File: config.mk
export PLATFORM = sky130hd
export DESIGN_NAME = trdb_sample_buffer
export DESIGN_NICKNAME = d
export VERILOG_FILES = /design/src/rtl/trdb_pkg.sv /design/src/rtl/trdb_sample_fifo.sv /design/src/rtl/trdb_sample_buffer.sv
export SDC_FILE = /design/constraint.sdc
export NUM_CORES = 1
export LEC_CHECK = 0
export BUFFER_PORTS_ARGS = -buffer_cell sky130_fd_sc_hd__buf_2
export CAP_MARGIN = 20
export CORE_UTILIZATION = 40
export CTS_CLUSTER_SIZE = 40
export DETAILED_ROUTE_END_ITERATION = 7
export PLACE_DENSITY = 0.63
export SYNTH_ARGS = -nofsm -noshare
export SYNTH_HDL_FRONTEND = slang
export SYNTH_SLANG_ARGS = --single-unit
File: constraint.sdc
create_clock -name clk_i -period 8.93 [get_ports clk_i]
set_input_delay 0.4465 -clock clk_i [delete_from_list [all_inputs] [get_ports clk_i]]
set_output_delay 0.4465 -clock clk_i [all_outputs]
set_load 0.02 [all_outputs]
File: src/rtl/trdb_pkg.sv
// Shared types for the trace-debug sample buffer: payload record, capture mode and
// buffer state. Payload field widths are fixed here and used as the module defaults.
package trdb_pkg;

    localparam int unsigned TRDB_XLEN     = 32;
    localparam int unsigned TRDB_CAUSELEN = 5;
    localparam int unsigned TRDB_PRIVLEN  = 3;

    typedef enum logic {
        MODE_ALL = 1'b0,
        MODE_EXC = 1'b1
    } trdb_mode_e;

    typedef enum logic [1:0] {
        BUF_IDLE,
        BUF_ARMED,
        BUF_POST,
        BUF_DONE
    } trdb_buf_state_e;

    typedef struct packed {
        logic                     exception;
        logic                     interrupt;
        logic [TRDB_CAUSELEN-1:0] cause;
        logic [TRDB_XLEN-1:0]     tval;
        logic [TRDB_PRIVLEN-1:0]  priv;
        logic [TRDB_XLEN-1:0]     iaddr;
        logic [TRDB_XLEN-1:0]     instr;
        logic                     compressed;
    } sample_t;

    function automatic logic sample_wanted(trdb_mode_e mode, logic exc, logic irq);
        return (mode == MODE_ALL) || exc || irq;
    endfunction

endpackage

File: src/rtl/trdb_sample_fifo.sv
// Circular sample store with flush and an optional overwrite-oldest policy when full.
// The storage array has no reset; only pointers and occupancy are cleared.
module trdb_sample_fifo #(
    parameter int unsigned DEPTH  = 16,
    parameter type         data_t = logic [7:0]
) (
    input  logic                     clk,
    input  logic                     rst,
    input  logic                     flush,
    input  logic                     push,
    input  logic                     pop,
    input  logic                     overwrite,
    input  data_t                    wr_data,
    output data_t                    rd_data,
    output logic                     full,
    output logic                     empty,
    output logic                     drop,
    output logic [$clog2(DEPTH):0]   level
);

    localparam int unsigned AW = $clog2(DEPTH);
    localparam logic [AW:0] FULL_LEVEL = (AW + 1)'(DEPTH);

    data_t         mem [DEPTH];
    logic [AW-1:0] wr_ptr;
    logic [AW-1:0] rd_ptr;
    logic [AW:0]   count;
    logic          do_pop;
    logic          blocked;
    logic          evict;
    logic          do_write;

    always_comb begin
        empty    = (count == '0);
        full     = (count == FULL_LEVEL);
        level    = count;
        rd_data  = mem[rd_ptr];
        do_pop   = pop && !empty && !flush;
        // A push into a full buffer is only blocked when no pop frees a slot this edge.
        blocked  = push && full && !do_pop && !flush;
        evict    = blocked && overwrite;
        do_write = push && !flush && (!blocked || overwrite);
        drop     = blocked;
    end

    always_ff @(posedge clk) begin
        if (do_write) begin
            mem[wr_ptr] <= wr_data;
        end
    end

    always_ff @(posedge clk) begin
        if (rst || flush) begin
            wr_ptr <= '0;
            rd_ptr <= '0;
            count  <= '0;
        end else begin
            if (do_write) begin
                wr_ptr <= wr_ptr + 1'b1;
            end
            if (do_pop || evict) begin
                rd_ptr <= rd_ptr + 1'b1;
            end
            if (do_write && !do_pop && !evict) begin
                count <= count + 1'b1;
            end else if (do_pop && !do_write) begin
                count <= count - 1'b1;
            end
        end
    end

endmodule

File: src/rtl/trdb_sample_buffer.sv
// Retired-instruction sample capture buffer with address trigger, post-trigger window,
// drop accounting and a valid/ready readout port.
module trdb_sample_buffer
    import trdb_pkg::*;
#(
    parameter int unsigned DEPTH    = 16,
    parameter int unsigned XLEN     = TRDB_XLEN,
    parameter int unsigned CAUSELEN = TRDB_CAUSELEN,
    parameter int unsigned PRIVLEN  = TRDB_PRIVLEN
) (
    input  logic                     clk_i,
    input  logic                     rst_i,
    input  logic                     ivalid_i,
    input  logic                     iexception_i,
    input  logic                     interrupt_i,
    input  logic                     compressed_i,
    input  logic [CAUSELEN-1:0]      cause_i,
    input  logic [XLEN-1:0]          tval_i,
    input  logic [XLEN-1:0]          iaddr_i,
    input  logic [XLEN-1:0]          instr_i,
    input  logic [PRIVLEN-1:0]       priv_i,
    input  logic                     enable_i,
    input  logic                     mode_i,
    input  logic                     wrap_i,
    input  logic                     trig_en_i,
    input  logic [XLEN-1:0]          trig_addr_i,
    input  logic [7:0]               post_cnt_i,
    input  logic                     clr_i,
    output logic                     sample_valid_o,
    input  logic                     sample_ready_i,
    output sample_t                  sample_o,
    output logic [$clog2(DEPTH):0]   level_o,
    output logic [15:0]              drop_cnt_o,
    output logic                     done_o
);

    trdb_buf_state_e state;
    trdb_buf_state_e state_next;
    logic [7:0]      post_cnt;
    logic            capturing;
    logic            qualify;
    logic            trig_hit;
    logic            pop;
    logic            fifo_full;
    logic            fifo_empty;
    logic            fifo_drop;
    sample_t         sample_in;

    always_comb begin
        sample_in = '{exception:  iexception_i,
                      interrupt:  interrupt_i,
                      cause:      cause_i,
                      tval:       tval_i,
                      priv:       priv_i,
                      iaddr:      iaddr_i,
                      instr:      instr_i,
                      compressed: compressed_i};
        trig_hit  = trig_en_i && ivalid_i && (iaddr_i == trig_addr_i);
        qualify   = ivalid_i && capturing &&
                    sample_wanted(trdb_mode_e'(mode_i), iexception_i, interrupt_i);
        pop       = sample_valid_o && sample_ready_i;
    end

    always_ff @(posedge clk_i) begin
        if (rst_i || clr_i) begin
            state <= BUF_IDLE;
        end else begin
            state <= state_next;
        end
    end

    always_comb begin
        state_next = state;
        if (!enable_i) begin
            state_next = BUF_IDLE;
        end else begin
            unique case (state)
                BUF_IDLE:  state_next = BUF_ARMED;
                BUF_ARMED: begin
                    if (trig_hit) begin
                        state_next = (post_cnt_i == '0) ? BUF_DONE : BUF_POST;
                    end
                end
                // The last post-trigger sample is captured on the same edge that leaves POST.
                BUF_POST: begin
                    if (qualify && post_cnt == 8'd1) begin
                        state_next = BUF_DONE;
                    end
                end
                BUF_DONE:  state_next = BUF_DONE;
                default:   state_next = BUF_IDLE;
            endcase
        end
    end

    always_comb begin
        capturing = (state == BUF_ARMED) || (state == BUF_POST);
        done_o    = (state == BUF_DONE);
    end

    always_ff @(posedge clk_i) begin
        if (rst_i || clr_i) begin
            post_cnt <= '0;
        end else if (state == BUF_ARMED && trig_hit) begin
            post_cnt <= post_cnt_i;
        end else if (state == BUF_POST && qualify && post_cnt != '0) begin
            post_cnt <= post_cnt - 8'd1;
        end
    end

    always_ff @(posedge clk_i) begin
        if (rst_i || clr_i) begin
            drop_cnt_o <= '0;
        end else if (fifo_drop && drop_cnt_o != '1) begin
            drop_cnt_o <= drop_cnt_o + 16'd1;
        end
    end

    trdb_sample_fifo #(
        .DEPTH  (DEPTH),
        .data_t (sample_t)
    ) u_fifo (
        .clk       (clk_i),
        .rst       (rst_i),
        .flush     (clr_i),
        .push      (qualify),
        .pop       (pop),
        .overwrite (wrap_i),
        .wr_data   (sample_in),
        .rd_data   (sample_o),
        .full      (fifo_full),
        .empty     (fifo_empty),
        .drop      (fifo_drop),
        .level     (level_o)
    );

    always_comb begin
        sample_valid_o = !fifo_empty;
    end

endmodule

==> flow_metrics.py, run 1 <==
metrics = {
    "timing": {
        "fin_crit_ps": 4780,
        "period_share_pct": 53.5,
        "finalSetupViolCount": 0,
        "max-slew-margin-rel_pct": 26.7,
        "fin_skew_ps": 36.3,
        "grt_setup_unrepaired": "false",
        "max_clock_freq_mhz": 209,
        "slew_violations": 0,
        "worst_slew_pin_slew_ps": 1100,
        "finalHoldViolations": 0,
        "hold_slack_ps": 63.7,
    },
    "route": {
        "vias_per_cell": 5.51,
        "vias": 30520,
        "first_pass_iters": 7,
        "final_antenna_net_count": 0,
        "remaining_drc_errors": 0,
        "drt-initial-drc-count": 2754,
        "wl_um": 152000,
        "wire_per_inst_um": 27.5,
    },
    "worst_setup_path": {
        "ff2ff_path_depth": 10,
        "critPathMaxFanout": 82,
        "critPathRequiredTime_ps": 8480,
        "arrival_ps": 4330,
        "crit_type": "flip-flop to output port",
        "r2r_slack_ps": 4660,
        "timing.rr.end": "u_fifo.mem[13][95]",
        "cp-start-kind": "flip-flop",
        "critPathCaptureType": "output port",
        "regToRegStartpoint": "state[1]",
    },
    "die": {
        "start_util_pct": 40.4,
        "dieArea_um2": 169000,
        "rows": 149,
        "chipWidth_um": 411,
        "core_um2": 166000,
        "io_pins": 286,
        "die_h_um": 411,
    },
    "place": {
        "placedCellCount": 5118,
        "routabilityCongestion": 0.777,
        "port_buffers": 285,
        "dp_hpwl_um": 80800,
    },
    "clock_network": {
        "numCtsBuffers": 177,
        "clk_latency_ps": 820,
        "clock-sinks": 1755,
        "ctsResizeCount": 0,
        "root_buffer": "clkbuf_16",
        "clockBufferDepth": 3,
        "cts_htree_levels": 4,
        "clkTransAtPathRegs_ps": 60,
        "cts_tree": "built",
    },
    "yosys": {
        "yosys_warnings": 0,
        "synth-seq-cells": 1755,
        "netlist.area_leader.share_pct": 76.9,
        "async_flop_share_pct": 0,
        "synthCells": 2719,
        "syn_area_um2": 66900,
        "avgSynthCellArea_um2": 24.6,
        "syn_nets": 2892,
        "ys_types": 48,
        "ys_seq_area_share_pct": 78.1,
        "synth_edf_count": 1712,
        "synth_top_cell_by_area": "edfxtp_1",
        "ys_top_cells_by_area": "edfxtp_1 77%, mux4_2 18%, dfxtp_1 1.3%",
        "synth_flop_cell": "edfxtp_1",
    },
    "cells_and_area": {
        "layout_common_cells": "1712 x edfxtp_1, 535 x mux4_2, 285 x buf_2",
        "drive_gt1_share_pct": 34.2,
        "layout_commonest_cell": "edfxtp_1",
        "instances_no_fill": 5535,
        "layout.nets": 3371,
        "syn2layout_area_growth_pct": 16.0,
    },
    "hold_path": {
        "holdPathStages": 1,
        "min_to": "u_fifo.mem[0][106]",
        "min_from": "iexception_i",
        "min_path_type": "input pin to flip-flop",
    },
    "global_routing": {
        "grt_antenna_before_repair": 13,
        "grt.overflow.total": 0,
        "grt_pass1_vias": 31569,
        "grt_pass1_wl_um": 220000,
        "grt_max_degree": 144,
        "grtUsageTotal_pct": 18.0,
    },
    "outcome": {
        "outcome": "finished, final reports clean",
    },
    "power": {
        "powerDensity_nw_per_um2": 211,
        "ir_drop_mv": 0.189,
        "p_leak_nw": 23.5,
        "power_mw": 16.4,
    },
    "job": {
        "max-cap-violations": 0,
    },
}
-- synth_stat cells (3+ instances only) --
library cell / n
edfxtp_1: 1712
mux4_2: 535
clkbuf_1: 80
xnor2_1: 51
buf_2: 46
dfxtp_1: 43
nor2_1: 40
nor3_1: 27
inv_1: 22
nand2_1: 18
nand4_1: 18
ha_1: 16
a21oi_1: 15
nand3_1: 14
and2_1: 9
xor2_1: 9
nor4_1: 7
mux2i_1: 6
nor3_2: 4
or3_1: 4
a211oi_1: 3
a21o_1: 3
and3_1: 3
and4_1: 3
-- cell type report --
type,count,area [um^2]
inverter,22,82.6
timing repair buffer,428,2810
tap,2189,2740
multi-input combinational,814,14100
clock buffer,221,4640
antenna,6,15.0
fill,13533,88000
sequential,1755,52300
clock inverter,100,935
-- metrics by stage --
stage	TNS, ps	area, um^2	setup slack (ps)	utilization, %
final	0	77600	4150	46.9
after global routing	0	77600	3820	46.8
after CTS	0	77600	3950	46.8
after detailed placement	0	71100	4420	42.9
after global placement	0	71100	4450	42.9
after floorplan	-324350	66900	-758	-
-- worst max path at each step --
stage,startpoint,endpoint,slack (ps),cells after the start
floorplan,state[0],u_fifo.mem[7][0],-760,7
global placement,interrupt_i,u_fifo.mem[13][90],4450,9
detailed placement,interrupt_i,u_fifo.mem[13][94],4420,9
CTS,flip-flop,sample_o[1],3950,5
global route,flip-flop,sample_o[77],3820,5
finish,flip-flop,sample_o[77],4150,5
-- per-layer routing --
layer	vias to the layer above	track usage (%)	wire, um
li1	12715	-	-
met1	16630	26.3	67600
met2	996	28.3	72900
met3	173	3.30	9070
met4	6	4.01	2390
met5	-	0	38
-- critical path, cell delays in order (launching register included) --
cell and delay, ps:
dfxtp_4 830, buf_12 610, buf_12 570, mux4_2 600
mux4_2 560, buf_2 200
-- flip-flops by register name, summed over array words and instances (netlist names), named ones only --
signal,flops
u_fifo.mem,1712
drop_cnt_o,16
post_cnt,8
u_fifo.wr_ptr,4
u_fifo.level,5
state,2
u_fifo.rd_ptr,4
-- where the power goes --
| part | switching [mW] | internal (mW) | total (mW) |
|---|---|---|---|
| combinational | 0.201 | 0.100 | 0.302 |
| sequential | 0.00294 | 9.04 | 9.04 |
| clock | 3.10 | 3.95 | 7.05 |
-- cells by family after synthesis --
logic type	count (synthesis)	share of synthesized area (%)
AOI/OAI and AO/OA	33	0.363
xor gates and xnor gates	60	0.786
muxes	542	18.1
DFF	1755	78.1
buffers and inverters	150	0.928
adders and majority gates	17	0.329
and+or+nand+nor	162	1.32
-- timing repair --
action | CTS | global route
endpoints found under the hold margin | 1193 | 0
hold buffers | 90 | 0
setup buffers | 0 | 0
Note: power is estimated with default switching activity, not from simulation.
==> run 2: changes to the inputs <==
- clock period: 8.93 -> 4.2 ns (I/O delays scaled with it)
==> run 2 against run 1 <==
Compared with the run above:
- die area unchanged
- hold slack gained 29 ps
- non-clock buffer count up 70
- largest cell class unchanged
- core utilization is 0.70 points higher
- via count about the same
==> flow_metrics.py, run 2 (synthesis results as in run 1) <==
metrics = {
    "cells_and_area": {
        "fin_util_pct": 47.6,
        "largest_reg_flops": 1712,
        "fill_cells": 13365,
        "regMostFlops": "u_fifo.mem",
        "layout.nets": 3444,
        "layout_commonest_cell": "edfxtp_1",
        "layout_common_cells": "1712 x edfxtp_1, 535 x mux4_2, 285 x buf_2",
        "syn2layout_area_growth_pct": 17.7,
        "instances_no_fill": 5605,
        "multiInputGateArea_um2": 14100,
        "largest_registers": "u_fifo.mem x1712, drop_cnt_o x16, post_cnt x8",
        "drive_gt1_share_pct": 34.9,
        "seqCellArea_um2": 52300,
    },
    "timing": {
        "finalHoldViolations": 0,
        "max_clock_freq_mhz": 277,
        "grt_setup_unrepaired": "false",
        "worst_slew_pin_slew_ps": 945,
        "slew_violations": 0,
        "fin_crit_ps": 3610,
        "period_share_pct": 86.0,
        "fin_skew_ps": 45.5,
        "finalSetupViolCount": 0,
        "max-slew-margin-rel_pct": 36.8,
        "hold_slack_ps": 93.0,
    },
    "clock_network": {
        "clk_latency_ps": 810,
        "numCtsBuffers": 180,
        "root_buffer": "clkbuf_16",
        "cts_tree": "built",
        "clockBufferDepth": 3,
        "cts_setup_buffers": 0,
        "cts_htree_levels": 4,
        "clock-sinks": 1755,
        "clkTransAtPathRegs_ps": 60,
    },
    "die": {
        "core_um2": 166000,
        "chipWidth_um": 411,
        "die_h_um": 411,
        "rows": 149,
        "start_util_pct": 40.4,
        "io_pins": 286,
        "dieArea_um2": 169000,
    },
    "global_routing": {
        "grt_pass1_wl_um": 222000,
        "gr-max-usage-layer": "met2",
        "use_met3_pct": 4.02,
        "grt_antenna_before_repair": 9,
        "gr-usage-met1_pct": 26.0,
        "grt_pass1_vias": 31875,
        "grt_max_degree": 90,
        "grtUsageTotal_pct": 18.2,
        "grt.overflow.total": 0,
        "met2_usage_pct": 28.6,
    },
    "power": {
        "p_leak_nw": 24.0,
        "ir_drop_mv": 0.396,
        "powerDensity_nw_per_um2": 444,
        "power_mw": 35.0,
    },
    "outcome": {
        "outcome": "finished, final reports clean",
    },
    "route": {
        "first_pass_iters": 5,
        "vias_per_cell": 5.45,
        "wire_per_inst_um": 27.1,
        "vias": 30543,
        "final_antenna_net_count": 0,
        "wl_um": 152000,
        "remaining_drc_errors": 0,
        "drt-initial-drc-count": 3040,
    },
    "place": {
        "routabilityCongestion": 0.735,
        "placedCellCount": 5155,
        "port_buffers": 285,
        "dp_hpwl_um": 87800,
    },
    "worst_setup_path": {
        "cp-start-kind": "flip-flop",
        "critPathMaxFanout": 25,
        "crit_type": "flip-flop to output port",
        "critPathCaptureType": "output port",
        "arrival_ps": 3400,
        "critPathRequiredTime_ps": 3990,
    },
    "job": {
        "max-cap-violations": 0,
    },
    "hold_path": {
        "min_path_type": "input pin to flip-flop",
    },
}
[run 2: cell types whose count changed in the layout (fill, tap and decap cells not counted), moves of 4 or more]
| cell | change |
|---|---|
| clkinvlp_4 | -4 |
| clkinv_1 | +6 |
| dlygate4sd3_1 | +33 |
| nor3_2 | -5 |
| clkinv_2 | +7 |
| clkbuf_1 | -8 |
| buf_12 | +38 |
| clkinv_16 | -5 |
| nor3_4 | +5 |
[run 2: metrics by stage]
| stage | cell area, um^2 | setup slack (ps) | TNS [ps] |
|---|---|---|---|
| global placement | 71900 | 861 | 0 |
| detailed placement | 71900 | 828 | 0 |
| floorplan | 67000 | -567 | -587350 |
| global route | 78700 | 375 | 0 |
| finish | 78700 | 587 | 0 |
| CTS | 78700 | 416 | 0 |
[run 2: layout make-up]
type,count,share of cell area (%)
repair buffers,498,4.95
diodes,3,0.00953
clock buffers,216,5.95
well taps,2189,3.48
flip-flops and latches,1755,66.4
multi-input cells,814,18.0
inverters,22,0.105
clock inverters,108,1.15
[run 2: worst paths after layout]
kind	start	cells after the start	to	slack, ps
max	flip-flop	5	sample_o[65]	590
min	trig_addr_i[22]	7	post_cnt[3]	90
max reg2reg	state[0]	8	u_fifo.mem[1][103]	950
min reg2reg	state[1]	2	state[1]	510
[run 2: timing repair]
action / 4_1_cts / 5_1_grt
gates resized for setup: 0 / 0
endpoints found under the hold margin: 1747 / 0
hold buffers: 123 / 0
[run 2: power by group]
group | internal [mW] | leakage, nW | total (mW) | switching [mW]
sequential | 19.2 | 15.7 | 19.2 | 0.00543
clock | 8.57 | 2.74 | 15.1 | 6.51
combinational | 0.241 | 5.56 | 0.690 | 0.448
[run 2: layer usage]
layer / wire length, um / vias to the layer above
li1: - / 12878
met1: 66900 / 16570
met2: 73200 / 904
met3: 9440 / 181
met4: 2550 / 10
met5: 46 / -
[run 2: critical path, cell delays in order, from the launching register on]
cell and delay [ps]:
dfxtp_4 540, buf_12 290, buf_4 430, mux4_2 570, mux4_2 540, buf_2 190
